<file path="src/rtl/decode_pkg.sv">
// Shared definitions for the decode stage: field-width defaults, opcode map,
// instruction class encodings and the two-state word-assembly FSM.
package decode_pkg;

    localparam int WIDTH_DEF = 16;
    localparam int OPW_DEF   = 5;
    localparam int RAW_DEF   = 3;

    localparam logic [OPW_DEF-1:0] OP_NOP = 5'h00;
    localparam logic [OPW_DEF-1:0] OP_ADD = 5'h01;
    localparam logic [OPW_DEF-1:0] OP_LDD = 5'h08;
    localparam logic [OPW_DEF-1:0] OP_STD = 5'h09;
    localparam logic [OPW_DEF-1:0] OP_BEQ = 5'h10;
    localparam logic [OPW_DEF-1:0] OP_LDM = 5'h18;

    // Top two opcode bits select the instruction class.
    localparam logic [1:0] CLASS_BR  = 2'b10;
    localparam logic [1:0] CLASS_TWO = 2'b11;

    typedef enum logic {
        S_OP  = 1'b0,
        S_IMM = 1'b1
    } state_t;

    function automatic logic is_two_word(input logic [1:0] cls);
        return cls == CLASS_TWO;
    endfunction

endpackage

</file>
<file path="src/rtl/decode_if.sv">
// Fetch-side and execute-side signals of the decode stage.
// Handshake: a transfer happens on a rising edge where valid && ready; the
// sender holds data stable while valid && !ready, and ready may depend on valid.
interface decode_if
    import decode_pkg::*;
#(
    parameter int WIDTH = WIDTH_DEF,
    parameter int OPW   = OPW_DEF,
    parameter int RAW   = RAW_DEF
);
    logic             in_valid;
    logic [WIDTH-1:0] in_word;
    logic             in_ready;
    logic             flush;
    logic             out_valid;
    logic             out_ready;
    logic [OPW-1:0]   opcode;
    logic [RAW-1:0]   rs1;
    logic [RAW-1:0]   rs2;
    logic [RAW-1:0]   rd;
    logic [WIDTH-1:0] imm;
    logic             has_imm;
    logic [2:0]       alu_op;
    logic             reg_wr;
    logic             mem_rd;
    logic             mem_wr;
    logic             alu_src;

    modport master (
        output in_valid, in_word, flush, out_ready,
        input  in_ready, out_valid, opcode, rs1, rs2, rd, imm, has_imm,
               alu_op, reg_wr, mem_rd, mem_wr, alu_src
    );

    modport slave (
        input  in_valid, in_word, flush, out_ready,
        output in_ready, out_valid, opcode, rs1, rs2, rd, imm, has_imm,
               alu_op, reg_wr, mem_rd, mem_wr, alu_src
    );

endinterface

</file>
<file path="src/rtl/decode_ctrl.sv">
// Combinational control-bit decode from the registered opcode of a bundle.
module decode_ctrl
    import decode_pkg::*;
#(
    parameter int OPW = OPW_DEF
) (
    input  logic [OPW-1:0] opcode,
    input  logic           has_imm,
    output logic [2:0]     alu_op,
    output logic           reg_wr,
    output logic           mem_rd,
    output logic           mem_wr,
    output logic           alu_src
);

    logic is_branch;

    assign is_branch = (opcode[OPW-1 -: 2] == CLASS_BR);
    assign alu_op    = opcode[2:0];
    assign alu_src   = has_imm;
    assign mem_rd    = (opcode == OPW'(OP_LDD));
    assign mem_wr    = (opcode == OPW'(OP_STD));
    assign reg_wr    = !((opcode == OPW'(OP_NOP)) || mem_wr || is_branch);

endmodule

</file>
<file path="src/rtl/decode_stage.sv">
// Decode stage: splits fetched words into register fields, assembles two-word
// instructions with their immediate, and presents one bundle at a time downstream.
module decode_stage
    import decode_pkg::*;
#(
    parameter int WIDTH = WIDTH_DEF,
    parameter int OPW   = OPW_DEF,
    parameter int RAW   = RAW_DEF
) (
    input  logic   clk,
    input  logic   rst,
    decode_if.slave bus,
    output state_t dbg_state
);

    localparam int RS1_HI = WIDTH - OPW - 1;
    localparam int RS2_HI = RS1_HI - RAW;
    localparam int RD_HI  = RS2_HI - RAW;
    localparam int LOW_W  = WIDTH - OPW - 3 * RAW;

    state_t           state_q, state_d;
    logic             out_valid_q, out_valid_d;
    logic [OPW-1:0]   opcode_q, opcode_d;
    logic [RAW-1:0]   rs1_q, rs1_d, rs2_q, rs2_d, rd_q, rd_d;
    logic [WIDTH-1:0] imm_q, imm_d;
    logic             has_imm_q, has_imm_d;
    logic [OPW-1:0]   pend_opcode_q, pend_opcode_d;
    logic [RAW-1:0]   pend_rs1_q, pend_rs1_d, pend_rs2_q, pend_rs2_d, pend_rd_q, pend_rd_d;

    logic [OPW-1:0]   f_opcode;
    logic [RAW-1:0]   f_rs1, f_rs2, f_rd;
    logic             in_ready, accept, fire;

    assign f_opcode = bus.in_word[WIDTH-1 -: OPW];
    assign f_rs1    = bus.in_word[RS1_HI -: RAW];
    assign f_rs2    = bus.in_word[RS2_HI -: RAW];
    assign f_rd     = bus.in_word[RD_HI -: RAW];

    generate
        if (LOW_W > 0) begin : g_low
            logic unused_low;
            assign unused_low = ^bus.in_word[LOW_W-1:0];
        end
    endgenerate

    // Every accepted word in S_OP or S_IMM may produce a bundle, so intake
    // waits for a free (or freeing) output register regardless of state.
    assign in_ready = !bus.flush && (!out_valid_q || bus.out_ready);
    assign accept   = bus.in_valid && in_ready;
    assign fire     = out_valid_q && bus.out_ready;

    always_comb begin
        state_d       = state_q;
        out_valid_d   = out_valid_q;
        opcode_d      = opcode_q;
        rs1_d         = rs1_q;
        rs2_d         = rs2_q;
        rd_d          = rd_q;
        imm_d         = imm_q;
        has_imm_d     = has_imm_q;
        pend_opcode_d = pend_opcode_q;
        pend_rs1_d    = pend_rs1_q;
        pend_rs2_d    = pend_rs2_q;
        pend_rd_d     = pend_rd_q;
        if (bus.flush) begin
            state_d       = S_OP;
            out_valid_d   = 1'b0;
            pend_opcode_d = '0;
            pend_rs1_d    = '0;
            pend_rs2_d    = '0;
            pend_rd_d     = '0;
        end else begin
            if (fire) out_valid_d = 1'b0;
            if (accept) begin
                if (state_q == S_IMM) begin
                    opcode_d    = pend_opcode_q;
                    rs1_d       = pend_rs1_q;
                    rs2_d       = pend_rs2_q;
                    rd_d        = pend_rd_q;
                    imm_d       = bus.in_word;
                    has_imm_d   = 1'b1;
                    out_valid_d = 1'b1;
                    state_d     = S_OP;
                end else if (is_two_word(f_opcode[OPW-1 -: 2])) begin
                    pend_opcode_d = f_opcode;
                    pend_rs1_d    = f_rs1;
                    pend_rs2_d    = f_rs2;
                    pend_rd_d     = f_rd;
                    state_d       = S_IMM;
                end else begin
                    opcode_d    = f_opcode;
                    rs1_d       = f_rs1;
                    rs2_d       = f_rs2;
                    rd_d        = f_rd;
                    imm_d       = '0;
                    has_imm_d   = 1'b0;
                    out_valid_d = 1'b1;
                end
            end
        end
    end

    always_ff @(posedge clk or negedge rst) begin
        if (!rst) begin
            state_q       <= S_OP;
            out_valid_q   <= 1'b0;
            opcode_q      <= '0;
            rs1_q         <= '0;
            rs2_q         <= '0;
            rd_q          <= '0;
            imm_q         <= '0;
            has_imm_q     <= 1'b0;
            pend_opcode_q <= '0;
            pend_rs1_q    <= '0;
            pend_rs2_q    <= '0;
            pend_rd_q     <= '0;
        end else begin
            state_q       <= state_d;
            out_valid_q   <= out_valid_d;
            opcode_q      <= opcode_d;
            rs1_q         <= rs1_d;
            rs2_q         <= rs2_d;
            rd_q          <= rd_d;
            imm_q         <= imm_d;
            has_imm_q     <= has_imm_d;
            pend_opcode_q <= pend_opcode_d;
            pend_rs1_q    <= pend_rs1_d;
            pend_rs2_q    <= pend_rs2_d;
            pend_rd_q     <= pend_rd_d;
        end
    end

    assign bus.in_ready  = in_ready;
    assign bus.out_valid = out_valid_q;
    assign bus.opcode    = opcode_q;
    assign bus.rs1       = rs1_q;
    assign bus.rs2       = rs2_q;
    assign bus.rd        = rd_q;
    assign bus.imm       = imm_q;
    assign bus.has_imm   = has_imm_q;
    assign dbg_state     = state_q;

    decode_ctrl #(.OPW(OPW)) u_ctrl (
        .opcode  (opcode_q),
        .has_imm (has_imm_q),
        .alu_op  (bus.alu_op),
        .reg_wr  (bus.reg_wr),
        .mem_rd  (bus.mem_rd),
        .mem_wr  (bus.mem_wr),
        .alu_src (bus.alu_src)
    );

endmodule
</file>
<file path="src/flat_wrapper.sv">
// flat-port wrapper written by rule: the top's interface ports become plain ports
module decode_stage_flat import decode_pkg::*;
#(
    parameter int WIDTH = WIDTH_DEF,
    parameter int OPW   = OPW_DEF,
    parameter int RAW   = RAW_DEF
)
  (clk, rst, dbg_state, bus_in_valid, bus_in_word, bus_flush, bus_out_ready, bus_in_ready, bus_out_valid, bus_opcode, bus_rs1, bus_rs2, bus_rd, bus_imm, bus_has_imm, bus_alu_op, bus_reg_wr, bus_mem_rd, bus_mem_wr, bus_alu_src);
  decode_if #(.WIDTH(WIDTH), .OPW(OPW), .RAW(RAW)) bus_i ();
  input  logic clk;
  input  logic rst;
  output state_t dbg_state;
  input wire logic [$bits(bus_i.in_valid)-1:0] bus_in_valid;
  input wire logic [$bits(bus_i.in_word)-1:0] bus_in_word;
  input wire logic [$bits(bus_i.flush)-1:0] bus_flush;
  input wire logic [$bits(bus_i.out_ready)-1:0] bus_out_ready;
  output wire logic [$bits(bus_i.in_ready)-1:0] bus_in_ready;
  output wire logic [$bits(bus_i.out_valid)-1:0] bus_out_valid;
  output wire logic [$bits(bus_i.opcode)-1:0] bus_opcode;
  output wire logic [$bits(bus_i.rs1)-1:0] bus_rs1;
  output wire logic [$bits(bus_i.rs2)-1:0] bus_rs2;
  output wire logic [$bits(bus_i.rd)-1:0] bus_rd;
  output wire logic [$bits(bus_i.imm)-1:0] bus_imm;
  output wire logic [$bits(bus_i.has_imm)-1:0] bus_has_imm;
  output wire logic [$bits(bus_i.alu_op)-1:0] bus_alu_op;
  output wire logic [$bits(bus_i.reg_wr)-1:0] bus_reg_wr;
  output wire logic [$bits(bus_i.mem_rd)-1:0] bus_mem_rd;
  output wire logic [$bits(bus_i.mem_wr)-1:0] bus_mem_wr;
  output wire logic [$bits(bus_i.alu_src)-1:0] bus_alu_src;
  assign bus_i.in_valid = bus_in_valid;
  assign bus_i.in_word = bus_in_word;
  assign bus_i.flush = bus_flush;
  assign bus_i.out_ready = bus_out_ready;
  assign bus_in_ready = bus_i.in_ready;
  assign bus_out_valid = bus_i.out_valid;
  assign bus_opcode = bus_i.opcode;
  assign bus_rs1 = bus_i.rs1;
  assign bus_rs2 = bus_i.rs2;
  assign bus_rd = bus_i.rd;
  assign bus_imm = bus_i.imm;
  assign bus_has_imm = bus_i.has_imm;
  assign bus_alu_op = bus_i.alu_op;
  assign bus_reg_wr = bus_i.reg_wr;
  assign bus_mem_rd = bus_i.mem_rd;
  assign bus_mem_wr = bus_i.mem_wr;
  assign bus_alu_src = bus_i.alu_src;
  decode_stage #(.WIDTH(WIDTH), .OPW(OPW), .RAW(RAW)) u_core (.clk(clk), .rst(rst), .bus(bus_i), .dbg_state(dbg_state));
endmodule
</file>
<file path="config.mk">
export PLATFORM = sky130hd
export DESIGN_NAME = decode_stage_flat
export DESIGN_NICKNAME = d
export VERILOG_FILES = /design/src/rtl/decode_pkg.sv /design/src/rtl/decode_if.sv /design/src/rtl/decode_ctrl.sv /design/src/rtl/decode_stage.sv /design/src/flat_wrapper.sv
export SDC_FILE = /design/constraint.sdc
export NUM_CORES = 1
export LEC_CHECK = 0
export ABC_AREA = 1
export CORE_MARGIN = 2
export CORE_UTILIZATION = 44
export CTS_BUF_LIST = sky130_fd_sc_hd__clkbuf_4 sky130_fd_sc_hd__clkbuf_8
export DETAILED_ROUTE_END_ITERATION = 6
export PLACE_DENSITY = 0.85
export SYNTH_ARGS = -nofsm -noshare
export SYNTH_HDL_FRONTEND = slang
export SYNTH_SLANG_ARGS = --single-unit
</file>
<file path="constraint.sdc">
create_clock -name clk -period 1.1 [get_ports clk]
set_clock_uncertainty 0.05 [all_clocks]
set_input_delay 0.11 -clock clk [delete_from_list [all_inputs] [get_ports clk]]
set_output_delay 0.11 -clock clk [all_outputs]
set_load 0.03 [all_outputs]
</file>
======== Word level (Yosys, flattened, before mapping) ========
Index checks and enable logic that the tools add are counted.
storage, ports and cells
  bits in read-only memories .............. 0
  bits in writable memories ............... 0
  latch bits .............................. 0
  bits in registers ....................... 47
  output and inout bits ................... 41
  memories ................................ 0
operators by class
  bitwise gates (word level) .............. 1
  eq/ne operators ......................... 6
  add/sub/neg operators ................... 0
  muxes and demuxes ....................... 37
  shift-type cells ........................ 0
  magnitude comparators ................... 0
  reductions and logical operators ........ 14
  divide/modulo/power cells ............... 0
  multipliers ............................. 0
operator list
  cell                count
  $mux 3              18
  $mux 16             2
  $mux 5              6
  $mux 1              11
  $eq 5x4->1 const B  2
  $reduce_and 3->1    2
  $logic_not 5->1     1
  $eq 2x2->1 const B  2
  $reduce_bool 2->1   2
  $logic_and 1x1->1   3
  $logic_not 1->1     3
  $logic_or 1x1->1    3
  $ne 2x1->1 const B  1
  $ne 2x2->1 const B  1
  $not 1->1           1

======== Depth between registers and ports, before layout ========
  word-level depth ........................ 6
  depth in mapped cells ................... 7
  depth with buffers taken out ............ 6

======== Hierarchy ========
From an unflattened synthesis, not the netlist that was laid out.
unflattened totals
  cell total of the unflattened synthesis .. 275
  area total of the unflattened synthesis .. 2,259.7 µm²
modules (own cells, without submodules)
  module        instances  area an instance (µm²)  cells each
  decode_stage  1          2,162.1                 257
  decode_ctrl   1          97.6                    18

======== Least setup slack after synthesis ========
Ideal clock, no wire load.
  kind .................................... register -> register
  from .................................... register u_core.out_valid_q (netlist: u_core.bus.out_valid)
  to ...................................... register u_core.imm_q[10] (netlist: u_core.bus.imm[10])
  required time ........................... 933 ps
  path slack .............................. -564 ps
  period minus slack after synthesis ...... 1,664 ps
  stages on the path, launching flop included .. 6
  data arrival time ....................... 1,497 ps
  cells stage by stage .................... dfrtp_1 -> a21oi_2 -> nand3_2 -> buf_2 -> nand2_1 -> nand2_1
between the ends
  cells in the longest elaborated chain, start to end .. 5
ends and longest elaborated chain
  element                            RTL line             text
  start, declared                    decode_stage.sv:22   logic out_valid_q, out_valid_d;
  start signal, assigned             decode_stage.sv:119  out_valid_q <= out_valid_d;
  $logic_not 1->1                    decode_stage.sv:48   assign in_ready = !bus.flush && (!out_valid_q || bus.out_ready);
  $logic_or 1x1->1                   decode_stage.sv:48
  $logic_and 1x1->1                  decode_stage.sv:48
  net bus_in_ready                   flat_wrapper.sv:17   output wire logic [$bits(bus_i.in_ready)-1:0] bus_in_ready;
  $logic_and 1x1->1                  decode_stage.sv:49   assign accept = bus.in_valid && in_ready;
  $reduce_and 3->1 (no source line)  n/a
  end signal, assigned               decode_stage.sv:124  imm_q <= imm_d;
  end, declared                      decode_stage.sv:25   logic [WIDTH-1:0] imm_q, imm_d;
The timed path passes the listed nets, and every way through them passes these cells.
A chain may end at the register's enable or synchronous reset.

======== Worst setup path after layout ========
  from .................................... register u_core.opcode_q[2] (netlist: u_core.bus.opcode[2])
  to ...................................... output bus_reg_wr
between the ends
  cells in the longest elaborated chain, start to end .. 4
ends and longest elaborated chain
  element                                        RTL line                              text
  start, declared                                decode_stage.sv:23                    logic [OPW-1:0] opcode_q, opcode_d;
  start signal, assigned                         decode_stage.sv:120                   opcode_q <= opcode_d;
  $eq 5x4->1 or $logic_not 5->1 (tied branches)  decode_ctrl.sv:22, decode_ctrl.sv:23
  $logic_or 1x1->1 (*) (2 in a row)              decode_ctrl.sv:23                     assign reg_wr = !((opcode == OPW'(OP_NOP)) || mem_wr || is_branch);
  $logic_not 1->1 (*)                            decode_ctrl.sv:23
  end, declared                                  flat_wrapper.sv:26                    output wire logic [$bits(bus_i.reg_wr)-1:0] bus_reg_wr;
Every way passes the cells marked *; elsewhere a longest branch is shown, timed or not.

==> metrics list <==
* Pin count of the biggest net entering global routing: 48
- Number of routed nets with antenna violations: 0
- Max-cap violations in this run came to 0.
- Worst vdd ir: 0.000806 V
- Fin worst setup slack: -476 ps
* Via count of the first global-routing pass: 2166
- The root buffer cell chosen for the clock tree is clkbuf_8.
- Sorting the synthesized cells by area gives the leading types as dfrtp_1, nand2_1, nand3_1.
* Post-synthesis register bit count: between 40 and 50
* Starting DRC count in detailed routing: 153
- For this design the ratio of total power to cell area is 1310 nW/um^2.
* Average detailed-routed wire length per instance: 16.8 um
* Row count: 25
- Setup violations remaining at the end of the flow were counted as 60.
- In this run, distinct cell masters in the synthesized netlist total 20.
- Final routed wirelength across all metal layers: 6960 um
- The critical path starts at u_core.bus.opcode[2].
- Number of buffers inserted by port buffering: 61
- Failing checks: negative setup slack
- Sequential elements use 55.9% of the synthesized area.
- Clock sink count: 47
* Fraction of synthesized cell area taken by the top area cell type: 55.9%
- Slew Limit Headroom: 79.0%
- Dividing the synthesized area by the synthesized cell count gives 8.16 sq um.
* Min cycle time layout: 1580 ps
* Top_reg_cell synth: dfrtp_1
* CP Capture Type: output pin
- The first global-routing pass estimated approximately 10000 um of wire.
* Met1 Use GR: a little under a third
- Global-route layer with the greatest usage: met2
- Filler cell count: 267
- Worst-case clock buffer depth: 2
- Average via count per standard cell: about 5.3
- Setup repair after global routing missed its margin: true
- The flow ran to the end, but the final reports show violations.
* # diodes: 0
- Once placement completed, the tool counted placed cells totaling 389.
* Critical Path Sink: bus_reg_wr
- In this run the count of I/O pins placed on the die edge is just over 60.
- Count of endpoints failing hold in the final timing report: 0
- Final period utilization: 143%
- Actual slew at the worst max-slew pin: 312 ps
- Across every metal layer, demand over resource in global routing totals 25.9%.
- Data required, critical path: 940 ps
- At the end of the flow, the number of nets in the layout was 382.
* Biggest fanout along the worst timing path: 3
- Width of the die: approximately 73 um
* Global-route met2 utilization: 45.6%
- Summed over all layers, the global routing overflow is 0.
- Vert. Die Dim: 73.2 um
* Number of cells on the worst reg-to-reg path: 7
* FFs w/ async S/R, synth: 100%
- Initial antenna violation count: 0
- Post-synth net total: 279
- Before antenna repair, the detailed router went through 4 iterations.
- Data arrival time of the worst path: 1420 ps
* Final max-slew violation count: 0
- In this run the cell area of the synthesized design comes to 2110 sq um.
- Clock-pin slew on the worst setup and hold paths: 90 ps
- Core area: 4660 sq um
* Worst hold-check path type: primary input to asynchronous set/reset pin
* CTS tree: yes
- P&R area growth vs syn: 73.5%
* Cells after synthesis: 258
- Timing analysis after detailed placement gives a worst setup slack of -498 ps.
- Global Route met3 Usage: 6.08%
- Total clock buffers created by CTS: 5
* DRC: 0
- In this run the critical register-to-register path is launched from u_core.bus.out_valid.
* End of the worst register-to-register path: u_core.bus.opcode[1]
- The largest total area in the synthesized netlist belongs to dfrtp_1.
- Non-Filler Instances: 415
- Final estimated routing congestion in global placement: 0.839
- Static timing analysis puts the maximum clock frequency at roughly 630 MHz.
- The Yosys step of the flow raised 0 warnings.
- WS Path Type: flop to output pin
* Initial core utilization: a little under half
* H-tree levels: 2
* Area of all sequential standard cells: about 1200 sq um
- The synthesized design contains 0 enable-type register cells.
* Insertion delay of the later-clocked pin in the worst-skew pair: a little over 300 ps
- R2r setup slk: -340 ps
- Die outline area: 5360 sq um
* Static Leak: 1.87 nW
- The multi-input combinational cells in the finished layout cover a total of 1170 sq um.
* Detailed-placement wirelength estimate: 3420 um
* Via Count: ~2200
- Worst Setup Start Kind: flop
- Cells with a size suffix above 1 make up 55.1% of the layout.
cell type report:
type	count	share of cell area (%)
clock buffers	7	2.29
inverters	9	0.925
multi-input cells	186	32.0
flip-flops and latches	47	32.4
well taps	54	1.85
repair buffers	112	30.5
worst min-delay path by stage:
stage,slack [ps],to
4_1_cts,270,u_core.bus.imm[5]
3_5_place_dp,60,u_core.bus.imm[5]
3_3_place_gp,60,u_core.bus.rd[2]
2_1_floorplan,-240,u_core.bus.has_imm
5_1_grt,300,u_core.pend_opcode_q[3]
6_report,250,u_core.bus.imm[5]
cells by family (layout without fill, tap and decap cells):
kind of cell / count (synthesis) / in the layout / share of synthesized area (%)
buf+inv: 25 / 128 / 6.54
compound gates: 12 / 12 / 3.03
simple gates: 174 / 174 / 34.6
flops: 47 / 47 / 55.9
synthesized netlist by cell type, types with 2 or more instances:
library cell  count
inv_1             7
buf_4             7
nor2_1            4
nand3_1          30
nand2_1         133
o21ai_1           2
nand3_2           4
dfrtp_1          47
o21ai_0           7
inv_2             2
a21oi_1           2
buf_2             5
placed cells by master (no fill, tap or decap), drive strengths merged:
master / synthesis / routed
buf: 14 / 91
nor2: 6 / 6
clkbuf: 2 / 7
a21oi: 3 / 3
dlygate4sd3: 0 / 1
nand4: 1 / 1
o21ai: 9 / 9
inv: 9 / 9
bufbuf: 0 / 1
nand3: 34 / 34
nand2: 133 / 133
clkdlybuf4s50: 0 / 19
dfrtp: 47 / 47
registers in the layout, summed over array words and instances (netlist names):
signal	cells
u_core.pend_rs2_q	3
u_core.bus.imm	16
u_core.pend_opcode_q	5
u_core.bus.has_imm	1
u_core.pend_rs1_q	3
u_core.dbg_state	1
u_core.bus.out_valid	1
u_core.bus.rs1	3
u_core.bus.rs2	3
u_core.bus.opcode	5
u_core.pend_rd_q	3
u_core.bus.rd	3
through the flow:
| step | utilization, % | TNS [ps] | total power [W] | hold slack [ps] | cell area [sq um] |
|---|---|---|---|---|---|
| 2_1_floorplan | - | -11940 | 0.00271 | -236 | 2160 |
| 3_3_place_gp | 62.4 | -15990 | 0.00329 | 59.9 | 2910 |
| 3_5_place_dp | 62.4 | -16610 | 0.00331 | 60.6 | 2910 |
| 4_1_cts | 75.7 | -13050 | 0.00462 | 274 | 3530 |
| 5_1_grt | 78.4 | -17060 | 0.00496 | 300 | 3650 |
| 6_report | 78.4 | -14290 | 0.00479 | 255 | 3650 |
report_power, final:
part | total (W) | leakage, nW | internal [W] | switching (W)
clock network | 0.00105 | 0.0452 | 0.000488 | 0.000563
registers | 0.00201 | 0.621 | 0.00188 | 0.000126
logic | 0.00173 | 1.21 | 0.000786 | 0.000946
repair_timing:
item	in CTS	in global routing
pin swaps	32	39
hold buffers	1	0
cloned	6	0
endpoints found under the hold margin	47	0
resized for setup	92	52
buffers inserted	12	5
endpoints found under the setup margin	58	60
worst max-delay path, cell delays in order, from the launching register on:
cell and delay, ps:
dfrtp_2 430, inv_2 70, buf_4 100, nand3_1 80
a21oi_1 230, nor2_4 60, buf_6 140
metal layers:
layer,vias to the layer above,wire length [um]
met3,20,433
met5,-,0
met4,0,197
li1,1009,-
met1,1067,2620
met2,95,3720
Power figures use the tool's default switching activity.
